### src/rtl/calc_key_sequencer_if.sv
// Handshake bundle between the scan-code receiver, the key sequencer and the
// operand/ALU/display datapath.
interface calc_key_sequencer_if #(
   parameter int WIDTH = 6
);
   logic             code_valid;
   logic [7:0]       code;
   logic             result_valid;
   logic             ld_op1;
   logic             ld_op2;
   logic             ld_opsel;
   logic             op_sel;
   logic [WIDTH-1:0] op_data;
   logic             exec;
   logic [WIDTH-1:0] entry;
   logic [2:0]       phase;
   logic             err;

   modport master (
      input  code_valid, code, result_valid,
      output ld_op1, ld_op2, ld_opsel, op_sel, op_data, exec, entry, phase, err
   );

   modport slave (
      output code_valid, code, result_valid,
      input  ld_op1, ld_op2, ld_opsel, op_sel, op_data, exec, entry, phase, err
   );
endinterface

### src/rtl/calc_key_sequencer.sv
// Turns PS/2 set-2 break codes into operand load / operator select / execute
// strobes for the calculator datapath, with decimal entry and idle timeout.
module calc_key_sequencer #(
   parameter int WIDTH   = 6,
   parameter int TIMEOUT = 1000000
) (
   input  logic                 clk,
   input  logic                 reset,
   calc_key_sequencer_if.master bus
);
   typedef enum logic [2:0] {
      ST_OP1  = 3'd0,
      ST_OPER = 3'd1,
      ST_OP2  = 3'd2,
      ST_WAIT = 3'd3,
      ST_SHOW = 3'd4
   } state_t;

   typedef enum logic [2:0] {
      K_DIGIT, K_PLUS, K_MINUS, K_ENTER, K_ESC, K_OTHER
   } key_t;

   localparam int TW = $clog2(TIMEOUT + 1);
   localparam logic [WIDTH+3:0] ACC_MAX = {4'b0000, {WIDTH{1'b1}}};

   state_t           state_reg;
   logic             f0_reg;
   logic [WIDTH-1:0] acc_reg;
   logic [1:0]       dcnt_reg;
   logic             err_reg;
   logic             pend_reg;
   logic [TW-1:0]    tcnt_reg;
   logic             ld_op1_reg;
   logic             ld_op2_reg;
   logic             ld_opsel_reg;
   logic             op_sel_reg;
   logic             exec_reg;
   logic [WIDTH-1:0] op_data_reg;

   key_t       key_kind;
   logic [3:0] key_digit;

   always_comb begin
      key_kind  = K_DIGIT;
      key_digit = 4'd0;
      case (bus.code)
         8'h45:   key_digit = 4'd0;
         8'h16:   key_digit = 4'd1;
         8'h1E:   key_digit = 4'd2;
         8'h26:   key_digit = 4'd3;
         8'h25:   key_digit = 4'd4;
         8'h2E:   key_digit = 4'd5;
         8'h36:   key_digit = 4'd6;
         8'h3D:   key_digit = 4'd7;
         8'h3E:   key_digit = 4'd8;
         8'h46:   key_digit = 4'd9;
         8'h79:   key_kind  = K_PLUS;
         8'h7B:   key_kind  = K_MINUS;
         8'h5A:   key_kind  = K_ENTER;
         8'h76:   key_kind  = K_ESC;
         default: key_kind  = K_OTHER;
      endcase
   end

   // A key event is the first non-prefix byte after F0; E0 is transparent.
   logic key_event;
   assign key_event = bus.code_valid && f0_reg && (bus.code != 8'hE0) && (bus.code != 8'hF0);

   logic [WIDTH+3:0] acc_wide;
   logic [WIDTH+3:0] acc_sum;
   logic             digit_fits;
   logic [WIDTH-1:0] acc_dig;
   logic [1:0]       dcnt_dig;
   assign acc_wide   = {4'b0000, acc_reg};
   assign acc_sum    = (acc_wide << 3) + (acc_wide << 1) + {{WIDTH{1'b0}}, key_digit};
   assign digit_fits = (acc_sum <= ACC_MAX);
   assign acc_dig    = digit_fits ? acc_sum[WIDTH-1:0] : acc_reg;
   assign dcnt_dig   = (digit_fits && dcnt_reg != 2'd3) ? dcnt_reg + 2'd1 : dcnt_reg;

   logic timer_run;
   logic timer_expire;
   assign timer_run    = ((state_reg == ST_OP1) && (dcnt_reg != 2'd0)) ||
                         ((state_reg == ST_OP2) && !pend_reg);
   assign timer_expire = timer_run && !bus.code_valid && (tcnt_reg == TW'(TIMEOUT - 1));

   always_ff @(posedge clk) begin
      if (reset) begin
         state_reg    <= ST_OP1;
         f0_reg       <= 1'b0;
         acc_reg      <= '0;
         dcnt_reg     <= 2'd0;
         err_reg      <= 1'b0;
         pend_reg     <= 1'b0;
         tcnt_reg     <= '0;
         ld_op1_reg   <= 1'b0;
         ld_op2_reg   <= 1'b0;
         ld_opsel_reg <= 1'b0;
         op_sel_reg   <= 1'b0;
         exec_reg     <= 1'b0;
         op_data_reg  <= '0;
      end else begin
         ld_op1_reg   <= 1'b0;
         ld_op2_reg   <= 1'b0;
         ld_opsel_reg <= 1'b0;
         exec_reg     <= 1'b0;

         if (state_reg == ST_WAIT || pend_reg)
            f0_reg <= 1'b0;
         else if (bus.code_valid) begin
            if (bus.code == 8'hF0)
               f0_reg <= 1'b1;
            else if (bus.code != 8'hE0)
               f0_reg <= 1'b0;
         end

         if (bus.code_valid || !timer_run || timer_expire)
            tcnt_reg <= '0;
         else
            tcnt_reg <= tcnt_reg + 1'b1;

         case (state_reg)
            ST_OP1: begin
               if (timer_expire) begin
                  acc_reg  <= '0;
                  dcnt_reg <= 2'd0;
                  err_reg  <= 1'b1;
               end else if (key_event) begin
                  case (key_kind)
                     K_DIGIT: begin
                        acc_reg  <= acc_dig;
                        dcnt_reg <= dcnt_dig;
                        err_reg  <= !digit_fits;
                     end
                     K_PLUS, K_MINUS: begin
                        if (dcnt_reg != 2'd0) begin
                           ld_op1_reg   <= 1'b1;
                           ld_opsel_reg <= 1'b1;
                           op_sel_reg   <= (key_kind == K_PLUS);
                           op_data_reg  <= acc_reg;
                           acc_reg      <= '0;
                           dcnt_reg     <= 2'd0;
                           err_reg      <= 1'b0;
                           state_reg    <= ST_OP2;
                        end else
                           err_reg <= 1'b1;
                     end
                     K_ESC: begin
                        acc_reg  <= '0;
                        dcnt_reg <= 2'd0;
                        err_reg  <= 1'b0;
                     end
                     default: err_reg <= 1'b1;
                  endcase
               end
            end
            ST_OP2: begin
               // Second half of Enter: exec trails ld_op2 by one cycle.
               if (pend_reg) begin
                  exec_reg  <= 1'b1;
                  pend_reg  <= 1'b0;
                  state_reg <= ST_WAIT;
               end else if (timer_expire) begin
                  acc_reg   <= '0;
                  dcnt_reg  <= 2'd0;
                  err_reg   <= 1'b1;
                  state_reg <= ST_OP1;
               end else if (key_event) begin
                  case (key_kind)
                     K_DIGIT: begin
                        acc_reg  <= acc_dig;
                        dcnt_reg <= dcnt_dig;
                        err_reg  <= !digit_fits;
                     end
                     K_ENTER: begin
                        if (dcnt_reg != 2'd0) begin
                           ld_op2_reg  <= 1'b1;
                           op_data_reg <= acc_reg;
                           pend_reg    <= 1'b1;
                           err_reg     <= 1'b0;
                        end else
                           err_reg <= 1'b1;
                     end
                     K_ESC: begin
                        acc_reg   <= '0;
                        dcnt_reg  <= 2'd0;
                        err_reg   <= 1'b0;
                        state_reg <= ST_OP1;
                     end
                     default: err_reg <= 1'b1;
                  endcase
               end
            end
            ST_WAIT: begin
               if (bus.result_valid)
                  state_reg <= ST_SHOW;
            end
            ST_SHOW: begin
               if (key_event) begin
                  if (key_kind == K_DIGIT) begin
                     acc_reg   <= WIDTH'(key_digit);
                     dcnt_reg  <= 2'd1;
                     err_reg   <= 1'b0;
                     state_reg <= ST_OP1;
                  end else if (key_kind == K_ESC) begin
                     acc_reg   <= '0;
                     dcnt_reg  <= 2'd0;
                     err_reg   <= 1'b0;
                     state_reg <= ST_OP1;
                  end
               end
            end
            default: state_reg <= ST_OP1;
         endcase
      end
   end

   assign bus.ld_op1   = ld_op1_reg;
   assign bus.ld_op2   = ld_op2_reg;
   assign bus.ld_opsel = ld_opsel_reg;
   assign bus.op_sel   = op_sel_reg;
   assign bus.op_data  = op_data_reg;
   assign bus.exec     = exec_reg;
   assign bus.entry    = acc_reg;
   assign bus.phase    = state_reg;
   assign bus.err      = err_reg;
endmodule

### src/flat_wrapper.sv
// flat-port wrapper written by rule: the top's interface ports become plain ports
module calc_key_sequencer_flat 
#(
   parameter int WIDTH   = 6,
   parameter int TIMEOUT = 1000000
)
  (clk, reset, bus_code_valid, bus_code, bus_result_valid, bus_ld_op1, bus_ld_op2, bus_ld_opsel, bus_op_sel, bus_op_data, bus_exec, bus_entry, bus_phase, bus_err);
  calc_key_sequencer_if #(.WIDTH(WIDTH)) bus_i ();
  input  logic clk;
  input  logic reset;
  input wire logic [$bits(bus_i.code_valid)-1:0] bus_code_valid;
  input wire logic [$bits(bus_i.code)-1:0] bus_code;
  input wire logic [$bits(bus_i.result_valid)-1:0] bus_result_valid;
  output wire logic [$bits(bus_i.ld_op1)-1:0] bus_ld_op1;
  output wire logic [$bits(bus_i.ld_op2)-1:0] bus_ld_op2;
  output wire logic [$bits(bus_i.ld_opsel)-1:0] bus_ld_opsel;
  output wire logic [$bits(bus_i.op_sel)-1:0] bus_op_sel;
  output wire logic [$bits(bus_i.op_data)-1:0] bus_op_data;
  output wire logic [$bits(bus_i.exec)-1:0] bus_exec;
  output wire logic [$bits(bus_i.entry)-1:0] bus_entry;
  output wire logic [$bits(bus_i.phase)-1:0] bus_phase;
  output wire logic [$bits(bus_i.err)-1:0] bus_err;
  assign bus_i.code_valid = bus_code_valid;
  assign bus_i.code = bus_code;
  assign bus_i.result_valid = bus_result_valid;
  assign bus_ld_op1 = bus_i.ld_op1;
  assign bus_ld_op2 = bus_i.ld_op2;
  assign bus_ld_opsel = bus_i.ld_opsel;
  assign bus_op_sel = bus_i.op_sel;
  assign bus_op_data = bus_i.op_data;
  assign bus_exec = bus_i.exec;
  assign bus_entry = bus_i.entry;
  assign bus_phase = bus_i.phase;
  assign bus_err = bus_i.err;
  calc_key_sequencer #(.WIDTH(WIDTH), .TIMEOUT(TIMEOUT)) u_core (.clk(clk), .reset(reset), .bus(bus_i));
endmodule
### config.mk
export PLATFORM = sky130hd
export DESIGN_NAME = calc_key_sequencer_flat
export DESIGN_NICKNAME = d
export VERILOG_FILES = /design/src/rtl/calc_key_sequencer_if.sv /design/src/rtl/calc_key_sequencer.sv /design/src/flat_wrapper.sv
export SDC_FILE = /design/constraint.sdc
export NUM_CORES = 1
export LEC_CHECK = 0
export CORE_MARGIN = 5
export CORE_UTILIZATION = 41
export CTS_BUF_LIST = sky130_fd_sc_hd__clkbuf_2 sky130_fd_sc_hd__clkbuf_4 sky130_fd_sc_hd__clkbuf_8
export CTS_CLUSTER_DIAMETER = 100
export DETAILED_ROUTE_END_ITERATION = 10
export GPL_ROUTABILITY_DRIVEN = 0
export GPL_TIMING_DRIVEN = 0
export MAX_ROUTING_LAYER = met4
export PLACE_DENSITY_LB_ADDON = 0.05
export RECOVER_POWER = 50
export SLEW_MARGIN = 20
export SYNTH_ARGS = -nofsm -noshare
export SYNTH_HDL_FRONTEND = slang
export SYNTH_SLANG_ARGS = --single-unit
### constraint.sdc
create_clock -name clk -period 4.95 [get_ports clk]
set_input_delay 0.495 -clock clk [delete_from_list [all_inputs] [get_ports clk]]
set_output_delay 0.495 -clock clk [all_outputs]
set_load 0.05 [all_outputs]
==> results of run 1 <==
==> worst max path at each step <==
stage / to / startpoint / slack, ns / cells after the start
floorplan: u_core.dcnt_reg[0] / bus_code[5] / 1.34 / 12
global placement: u_core.bus.entry[3] / bus_code[1] / 0.25 / 12
detailed placement: u_core.bus.entry[3] / bus_code[6] / 0.29 / 13
CTS: u_core.bus.entry[3] / bus_code[6] / 0.60 / 13
global route: u_core.bus.entry[3] / bus_code[4] / 0.19 / 15
finish: u_core.bus.entry[3] / bus_code[4] / 0.53 / 15
==> final cells by class <==
| cell class | count | area (µm²) | area share |
|---|---|---|---|
| Clock buffer | 7 | 83.8 | 0.0252 |
| Multi-Input combinational cell | 259 | 1820 | 0.548 |
| Clock inverter | 1 | 8.76 | 0.00263 |
| Buffer | 13 | 76.3 | 0.0229 |
| Tap cell | 80 | 100 | 0.0301 |
| Timing Repair Buffer | 30 | 300 | 0.0903 |
| Sequential cell | 44 | 881 | 0.265 |
| Inverter | 14 | 52.6 | 0.0158 |
==> logic make-up after synthesis <==
logic type,count (synthesis),synth area share
AO/OA/AOI/OAI,62,0.169
flip-flops,44,0.310
buffers and inverters,27,0.0471
AND/OR/NAND/NOR,149,0.294
XOR/XNOR,20,0.0616
multiplexers,12,0.0431
adder cells (fa/ha/maj),16,0.0757
==> per-stage QoR <==
step	hold WS, ns	utilization	area [µm²]	setup WS, ns	power [mW]
final	0.403	0.492	3330	0.530	0.636
after global placement	0.431	0.480	3240	0.253	0.406
after CTS	0.393	0.494	3340	0.598	0.645
after detailed placement	0.441	0.480	3240	0.286	0.406
after global routing	0.400	0.492	3330	0.191	0.665
after floorplan	0.418	-	2840	1.34	0.389
==> metal layers <==
layer	vias up	global-route usage	wire, µm
li1	1277	-	-
met1	1176	0.217	3160
met2	60	0.269	3230
met3	8	0.0249	268
met4	0	0.0488	88
met5	-	-	0
==> placed cells by master, fill, tap and decap left out, types with 3 or more instances in the layout <==
| master | instances |
|---|---|
| buf_2 | 4 |
| o21ai_0 | 8 |
| mux2i_1 | 10 |
| ha_1 | 14 |
| nor3_1 | 11 |
| nor2_1 | 44 |
| dlygate4sd3_1 | 22 |
| nand2b_1 | 9 |
| nor4_1 | 4 |
| nand2_1 | 22 |
| dfxtp_1 | 44 |
| o211ai_1 | 3 |
| o21a_1 | 4 |
| nand3_1 | 8 |
| and3_1 | 4 |
| a211oi_1 | 3 |
| xnor2_1 | 9 |
| or4_1 | 7 |
| nand4_1 | 8 |
| a21oi_1 | 12 |
| clkbuf_8 | 5 |
| clkbuf_1 | 5 |
| or2_2 | 4 |
| clkdlybuf4s50_1 | 8 |
| inv_1 | 14 |
| xor2_1 | 11 |
| or3_1 | 5 |
==> report_power, final <==
group / internal, mW / switching [mW] / leakage, nW
Combinational: 0.0188 / 0.0240 / 0.908
Clock: 0.112 / 0.126 / 0.0493
Sequential: 0.354 / 0.000576 / 0.354
==> results by group, run 1 <==
Timing
  – Fin. Hold Viols: 0
  – Setup_tns: 0 ns
  – Post-Route Skew: 0.00984 ns
  – Fin crit period: 4.42 ns
  – Max Fclk: 0.226 GHz
  – Slew Viols, Final: 0
  – Crit share post-route: 0.893
  – Finish-stage setup viols: 0
  – RSZ-0062 raised after global routing: false
  – Slew headroom: 0.489
  – Worst Tran Pin Value: 0.761 ns

Route
  – Routed len/inst: 15.1 µm
  – Post-route antenna net violation count: 0
  – Vias/cell: 5.63
  – Final wirelength: 6750 µm
  – Drt pass-1 iters: 4
  – 1st-iter DRT viols: 206
  – Routed via count: 2521
  – DRC: 0

Worst setup path
  – Crit-path slowest cell: o21ai_1
  – Reg2Reg Setup Slack: 1.77 ns
  – Top delay family on crit path: compound AO/OA/AOI/OAI gates
  – Worst path most repeated cell: ha_1
  – FF-to-FF path depth: 9
  – WS Path Type: input port to flop
  – CP Data Required Time: 5.17 ns
  – Max stage delay on crit path: 0.60 ns
  – Crit path launch type: input port
  – Setup crit end kind: flop
  – CP bufs+invs: 3
  – Crit path DAT: 4.64 ns
  – RR Endpoint: u_core.bus.entry[3]
  – Crit path max fanout: 10
  – Worst path cell trace: clkdlybuf4s50_1 > clkbuf_1 > xnor2_1 > mux2_2 > nor3_1 > ha_1 > ha_1 > inv_1 > fa_1 > nand2b_1 > o2bb2ai_1 > o21ai_1 > mux2i_1 > a32oi_1 > a211oi_1
  – Reg2reg start: u_core.bus.entry[2]

Layout
  – FILL cells: 684
  – Area Overhead vs Synth: 17.0%
  – Post-Layout Cell Count: 448
  – Share of cells above drive strength 1: 0.103
  – Final nets: 395
  – Ant diodes: 0
  – Flip-flop count of the largest register after layout: 20

Power
  – Leakage dissipation: 1.31 nW
  – Peak supply drop: 0.000116 V
  – Pwr per Cell Area: 191 nW/µm²

CTS
  – Post-CTS Setup Inserts: 0
  – Htree depth: 2
  – Clock Pin Slew Worst Setup and Hold Paths: 0.09 ns
  – Post-CTS sizing: 0
  – CTS tree: built
  – Clk buf depth: 2
  – Clock root cell: clkbuf_8
  – Clock sink total: 44
  – Clock insertion delay at the later pin of the skew report: 0.30 ns
  – TritonCTS Buffers: 5
  – Hold_buf cts: 0

Global routing
  – First-pass GRT wire length: 11400 µm
  – Overflow after GRT: 0
  – Vias in the first global route: 2367
  – Initial antenna violation count: 0
  – Total track usage: 0.167
  – Largest net degree at the start of global routing: 14

Synth
  – Ys async rst share: 0
  – EDFF count, synth: 0
  – Synth warn: 0
  – Syn Area/Cell: 8.61 µm²
  – Top cells by area, synth: dfxtp_1 31%, ha_1 6.2%, nor2_1 5.8%
  – Leading register cell type out of synthesis: dfxtp_1
  – Mapped Cells: 330
  – Distinct cell type count after synthesis: 71
  – Synthesized area: 2840 µm²
  – Sequential share of the synthesized area: 0.310
  – Synth top cells by count: 44 x dfxtp_1, 44 x nor2_1, 22 x nand2_1, 14 x ha_1, 14 x inv_1
  – Synth top area share: 0.310
  – Yosys top cell by area: dfxtp_1
  – Yosys reg bits: 44
  – Synthesized Nets: 358

Floorplanning
  – Cell row count: 30
  – Die Wd: 93.3 µm
  – # IOs: 33
  – Core region area: 6760 µm²
  – Die height: 93.3 µm
  – Die ar.: 8700 µm²
  – Starting Density: 0.421

Min path
  – Hold Path Stages: 2
  – Worst hold endpoint: u_core.bus.entry[2]
  – Min-delay worst type: input port to flop
  – HP Start: reset

Flow run
  – Max cap viols: 0

Placed design
  – Placed Cells: 440
  – Buffers on Ports: 30
  – DP HPWL: 5110 µm

Status
  – Status: finished, final reports clean
No activity file was read; power rests on OpenSTA's default activity.
==> run 2, diff against run 1 <==
--- a/config.mk
+++ b/config.mk
@@ -6,7 +6,7 @@
 export NUM_CORES = 1
 export LEC_CHECK = 0
 export CORE_MARGIN = 5
-export CORE_UTILIZATION = 41
+export CORE_UTILIZATION = 30
 export CTS_BUF_LIST = sky130_fd_sc_hd__clkbuf_2 sky130_fd_sc_hd__clkbuf_4 sky130_fd_sc_hd__clkbuf_8
 export CTS_CLUSTER_DIAMETER = 100
 export DETAILED_ROUTE_END_ITERATION = 10
==> run 2 against run 1 <==
Effect of this change:
- utilization is 13 points lower
- sequential cell count stayed put
- worst hold slack better by 0.00057 ns
- first-iteration DRC count is 67% lower
- sequential share of layout area is 0.52 points lower
- sequential power hardly changed
- clock power hardly changed
- routed wire length is 9.1% higher
- global-route usage is 3.0 points lower
- critical endpoint unchanged
- fmax is 1.9% lower
- clock skew is 0.0034 ns higher
- power is 0.64% higher
==> results by group, run 2 (synthesized netlist as in run 1, its figures left out) <==
Timing
  – Post-Route Skew: 0.0133 ns
  – Worst Tran Pin Value: 0.807 ns
  – Fin crit period: 4.50 ns
  – Slew Viols, Final: 0
  – Fin. Hold Viols: 0
  – Setup_tns: 0 ns
  – Finish-stage setup viols: 0
  – Slew headroom: 0.459
  – Final setup margin: 0.446 ns
  – RSZ-0062 raised after global routing: false
  – Max Fclk: 0.222 GHz
  – Hold_ws: 0.404 ns
  – Crit share post-route: 0.910

Worst setup path
  – FF-to-FF path depth: 9
  – Setup crit end kind: flop
  – Reg2reg start: u_core.bus.entry[2]
  – Crit-path slowest cell: nor4bb_1
  – Crit path launch type: input port
  – Top delay family on crit path: compound AO/OA/AOI/OAI gates
  – CP Data Required Time: 5.17 ns
  – WS Path Type: input port to flop
  – Crit path capture: u_core.bus.entry[3]
  – Crit path max fanout: 9
  – Worst path cell trace: dlygate4sd3_1 > nor4bb_1 > a21boi_1 > fa_1 > inv_1 > fa_1 > nand2b_1 > o2bb2ai_1 > o21ai_1 > mux2i_1 > a32oi_1 > a211oi_1
  – Max stage delay on crit path: 0.66 ns
  – Crit path DAT: 4.72 ns
  – Reg2Reg Setup Slack: 1.74 ns
  – Worst path most repeated cell: fa_1
  – CP bufs+invs: 2
  – Worst setup path start: bus_code[0]
  – RR Endpoint: u_core.bus.entry[3]
  – Critical path depth: 12

Global routing
  – Overflow after GRT: 0
  – Total track usage: 0.136
  – First-pass GRT wire length: 12400 µm
  – Initial antenna violation count: 0
  – Vias in the first global route: 2399
  – Largest net degree at the start of global routing: 15

CTS
  – Htree depth: 2
  – CTS tree: built
  – Hold_buf cts: 0
  – Post-CTS sizing: 0
  – Clock Pin Slew Worst Setup and Hold Paths: 0.09 ns
  – Clock insertion delay at the later pin of the skew report: 0.30 ns
  – TritonCTS Buffers: 5
  – Clk buf depth: 2
  – Clock root cell: clkbuf_8
  – Clock sink total: 44
  – Post-CTS Setup Inserts: 0

Layout
  – Commonest non-fill, non-tap cells in the layout: 44 x nor2_1, 44 x dfxtp_1, 22 x nand2_1, 22 x dlygate4sd3_1
  – Reg area: 881 µm²
  – FILL cells: 966
  – Share of cells above drive strength 1: 0.103
  – Final nets: 395
  – Flip-flop count of the largest register after layout: 20
  – Ant diodes: 0
  – Final std cell area, no fill: 3390 µm²
  – Area of the multi-input gates: 1820 µm²
  – Area Overhead vs Synth: 19.4%

Route
  – Routed via count: 2480
  – Final wirelength: 7370 µm
  – DRC: 0
  – Post-route antenna net violation count: 0
  – Drt pass-1 iters: 4
  – 1st-iter DRT viols: 67
  – Routed len/inst: 14.8 µm
  – Vias/cell: 4.99

Placed design
  – Placed cell area: 3300 µm²
  – DP HPWL: 5570 µm
  – Buffers on Ports: 30
  – Worst slack, placed: 0.212 ns

Floorplanning
  – Cell row count: 35
  – Die Wd: 107 µm
  – Die ar.: 11500 µm²
  – # IOs: 33
  – Core region area: 9240 µm²
  – Starting Density: 0.308
  – Die height: 107 µm

Power
  – Clock network fraction of design power: 0.378
  – Internal: 486 µW
  – Peak supply drop: 0.0000988 V
  – Total net switching power: 153 µW
  – Power Total: 640 µW
  – Sw Ratio: 0.240
  – Comb pwr share: 0.068
  – Register share of total power: 0.555
  – Pwr per Cell Area: 188 nW/µm²
  – Leakage dissipation: 1.31 nW

Status
  – Status: finished, final reports clean

Min path
  – Min-delay worst type: input port to flop
  – Hold Path Stages: 2
  – HP Start: reset

Flow run
  – Max cap viols: 0
-- run 2: area by class of cell --
cell class,instances,share of cell area
Multi-Input combinational cell,259,0.538
Sequential cell,44,0.260
Timing Repair Buffer,30,0.0885
Tap cell,129,0.0476
Clock buffer,6,0.0243
Buffer,13,0.0225
Inverter,14,0.0155
Clock inverter,2,0.00442
-- run 2: worst min-delay path by stage --
stage	endpoint
floorplan	u_core.tcnt_reg[0]
global placement	u_core.tcnt_reg[0]
detailed placement	u_core.tcnt_reg[0]
CTS	u_core.bus.entry[5]
global route	u_core.bus.entry[5]
finish	u_core.bus.entry[5]
-- run 2: power groups by stage --
| stage | sequential, mW | combinational (mW) | clock (mW) |
|---|---|---|---|
| after CTS | 0.355 | 0.0439 | 0.254 |
| after global routing | 0.355 | 0.0478 | 0.269 |
| after global placement | 0.363 | 0.0440 | 0 |
| after floorplan | 0.364 | 0.0252 | 0 |
| after detailed placement | 0.363 | 0.0435 | 0 |
| final | 0.355 | 0.0434 | 0.241 |
-- run 2: metrics by stage --
step / util / std cells
after global placement: 0.358 / 489
final: 0.367 / 497
after detailed placement: 0.358 / 489
after CTS: 0.368 / 497
after floorplan: - / 330
after global routing: 0.367 / 497
-- run 2: worst reg2reg max path: cells and delay by family, from the launching register on --
kind | cells | cell delay [ns]
AO/OA/AOI/OAI | 4 | 1.16
flip-flops | 1 | 0.42
buffers and inverters | 1 | 0.07
AND/OR/NAND/NOR | 1 | 0.18
adder cells (fa/ha/maj) | 2 | 1.01
multiplexers | 1 | 0.31
-- run 2: per-layer routing --
layer | vias up | track usage | share of wire
met4 | 0 | 0.0406 | 0.016
met3 | 8 | 0.0228 | 0.028
met2 | 30 | 0.218 | 0.46
met5 | - | - | 0
li1 | 1279 | - | -
met1 | 1163 | 0.178 | 0.49
==> run 3, diff against run 2 <==
--- a/config.mk
+++ b/config.mk
@@ -5,10 +5,11 @@
 export SDC_FILE = /design/constraint.sdc
 export NUM_CORES = 1
 export LEC_CHECK = 0
-export CORE_MARGIN = 5
+export CORE_MARGIN = 2
 export CORE_UTILIZATION = 30
 export CTS_BUF_LIST = sky130_fd_sc_hd__clkbuf_2 sky130_fd_sc_hd__clkbuf_4 sky130_fd_sc_hd__clkbuf_8
 export CTS_CLUSTER_DIAMETER = 100
+export CTS_CLUSTER_SIZE = 28
 export DETAILED_ROUTE_END_ITERATION = 10
 export GPL_ROUTABILITY_DRIVEN = 0
 export GPL_TIMING_DRIVEN = 0
==> run 3 against run 2 <==
Effect of this change:
- routed wire length down 1.8%
- worst setup slack better by 0.010 ns
- combinational power about the same
- power down 1.3%
- first-iteration DRC count up 51%
- sequential share of layout area up 0.21 points
==> results by group, run 3 (synthesized netlist as in run 1, its figures left out) <==
Placed design
  – Buffers on Ports: 30
  – Worst slack, placed: 0.222 ns
  – DP HPWL: 5460 µm
  – Placed Cells: 471

CTS
  – Hold_buf cts: 0
  – TritonCTS Buffers: 5
  – Clock Pin Slew Worst Setup and Hold Paths: 0.10 ns
  – Clk buf depth: 2
  – Clock root cell: clkbuf_8
  – Post-CTS sizing: 0
  – Clock sink total: 44
  – Htree depth: 2
  – Clock insertion delay at the later pin of the skew report: 0.30 ns
  – Post-CTS Setup Inserts: 0
  – CTS tree: built

Floorplanning
  – Die ar.: 10300 µm²
  – Cell row count: 35
  – Die height: 101 µm
  – Starting Density: 0.309
  – Core region area: 9200 µm²
  – # IOs: 33
  – Die Wd: 101 µm

Worst setup path
  – Worst path most repeated cell: ha_1
  – Crit path launch type: input port
  – Setup crit end kind: flop
  – Worst path cell trace: dlygate4sd3_1 > clkbuf_1 > xnor2_1 > mux2_2 > nor3_1 > ha_1 > ha_1 > inv_1 > fa_1 > nand2b_1 > o2bb2ai_1 > o21ai_1 > mux2i_1 > a32oi_1 > a211oi_1
  – WS Path Type: input port to flop
  – Max stage delay on crit path: 0.63 ns
  – CP Data Required Time: 5.17 ns
  – Crit path DAT: 4.72 ns
  – Crit path max fanout: 10
  – Crit-path slowest cell: o21ai_1

Route
  – Post-route antenna net violation count: 0
  – Drt pass-1 iters: 4
  – DRC: 0
  – DR WL met2: 3360 µm
  – Vias/cell: 5.28
  – Routed via count: 2531
  – Final wirelength: 7230 µm
  – Routed len/inst: 15.1 µm
  – 1st-iter DRT viols: 101
  – M1 wire length: 3540 µm
  – WL met3: 252 µm
  – DR top layer: met4

Global routing
  – First-pass GRT wire length: 11900 µm
  – Initial antenna violation count: 0
  – Vias in the first global route: 2337
  – Overflow after GRT: 0
  – Largest net degree at the start of global routing: 16
  – Total track usage: 0.150

Layout
  – Final nets: 395
  – Post-Layout Cell Count: 479
  – Flip-flop count of the largest register after layout: 20
  – Ant diodes: 0
  – Share of cells above drive strength 1: 0.103
  – Commonest non-fill, non-tap cells in the layout: 44 x nor2_1, 44 x dfxtp_1, 23 x dlygate4sd3_1
  – Area Overhead vs Synth: 18.4%

Flow run
  – Max cap viols: 0

Timing
  – Finish-stage setup viols: 0
  – Worst Tran Pin Value: 0.800 ns
  – RSZ-0062 raised after global routing: false
  – Fin crit period: 4.49 ns
  – Post-Route Skew: 0.0110 ns
  – Setup_tns: 0 ns
  – Slew Viols, Final: 0
  – Fin. Hold Viols: 0
  – Max Fclk: 0.223 GHz
  – Slew headroom: 0.463
  – Crit share post-route: 0.908
  – Final setup margin: 0.457 ns

Power
  – Peak supply drop: 0.0000956 V
  – Comb pwr share: 0.069
  – Pwr per Cell Area: 188 nW/µm²
  – Leakage dissipation: 1.30 nW
  – Register share of total power: 0.562
  – Sw Ratio: 0.251
  – Clock network fraction of design power: 0.370
  – Internal: 473 µW
  – Total net switching power: 158 µW

Min path
  – Min-delay worst type: input port to flop

Status
  – Status: finished, final reports clean
[run 3: cell types whose count changed in the layout (fill, tap and decap cells not counted)]
cell,previous run,this run
dlygate4sd3_1,22,23
clkbuf_8,6,5
clkdlybuf4s50_1,8,7
clkinv_4,0,1
[run 3: final cells by class]
cell class,count,area [µm²]
multi-input cells,259,1820
clock inverters,3,23.8
fillers,970,5830
flip-flops and latches,44,881
repair buffers,30,300
inverters,14,52.6
clock buffers,5,68.8
well taps,111,139
plain buffers,13,76.3
[run 3: worst paths after layout]
check	start	end	slack [ns]	depth (start not counted)
hold reg to reg	u_core.tcnt_reg[0]	u_core.tcnt_reg[0]	0.44	1
setup reg to reg	u_core.bus.entry[2]	u_core.bus.entry[3]	1.77	9
setup / recovery	bus_code[4]	u_core.bus.entry[3]	0.46	15
hold / removal	reset	u_core.bus.entry[5]	0.40	2
[run 3: per-layer routing]
metal | vias to the layer above | global-route usage
li1 | 1280 | -
met4 | 0 | 0.0416
met3 | 10 | 0.0255
met5 | - | -
met2 | 47 | 0.237
met1 | 1194 | 0.197
[run 3: power by group through the flow]
stage	Clock [mW]	Sequential [mW]	Combinational [mW]
after floorplan	0	0.364	0.0252
after CTS	0.248	0.355	0.0438
final	0.233	0.355	0.0434
after global placement	0	0.363	0.0437
after detailed placement	0	0.363	0.0434
after global routing	0.259	0.355	0.0471
[run 3: per-stage QoR]
| stage | hold WS (ns) | power [mW] | instance area (µm²) | util |
|---|---|---|---|---|
| after floorplan | 0.418 | 0.389 | 2840 | - |
| after global placement | 0.433 | 0.407 | 3280 | 0.357 |
| after detailed placement | 0.432 | 0.406 | 3280 | 0.357 |
| after CTS | 0.392 | 0.647 | 3370 | 0.367 |
| after global routing | 0.393 | 0.661 | 3370 | 0.366 |
| final | 0.402 | 0.632 | 3370 | 0.366 |
[run 3: worst max-delay path, delay by kind of cell]
family,cells,cell delay (ns)
adder cells (fa/ha/maj),3,0.71
multiplexers,2,0.66
buffers and inverters,3,1.04
AND/OR/NAND/NOR,2,0.48
XOR/XNOR,1,0.18
AO/OA/AOI/OAI,4,1.13
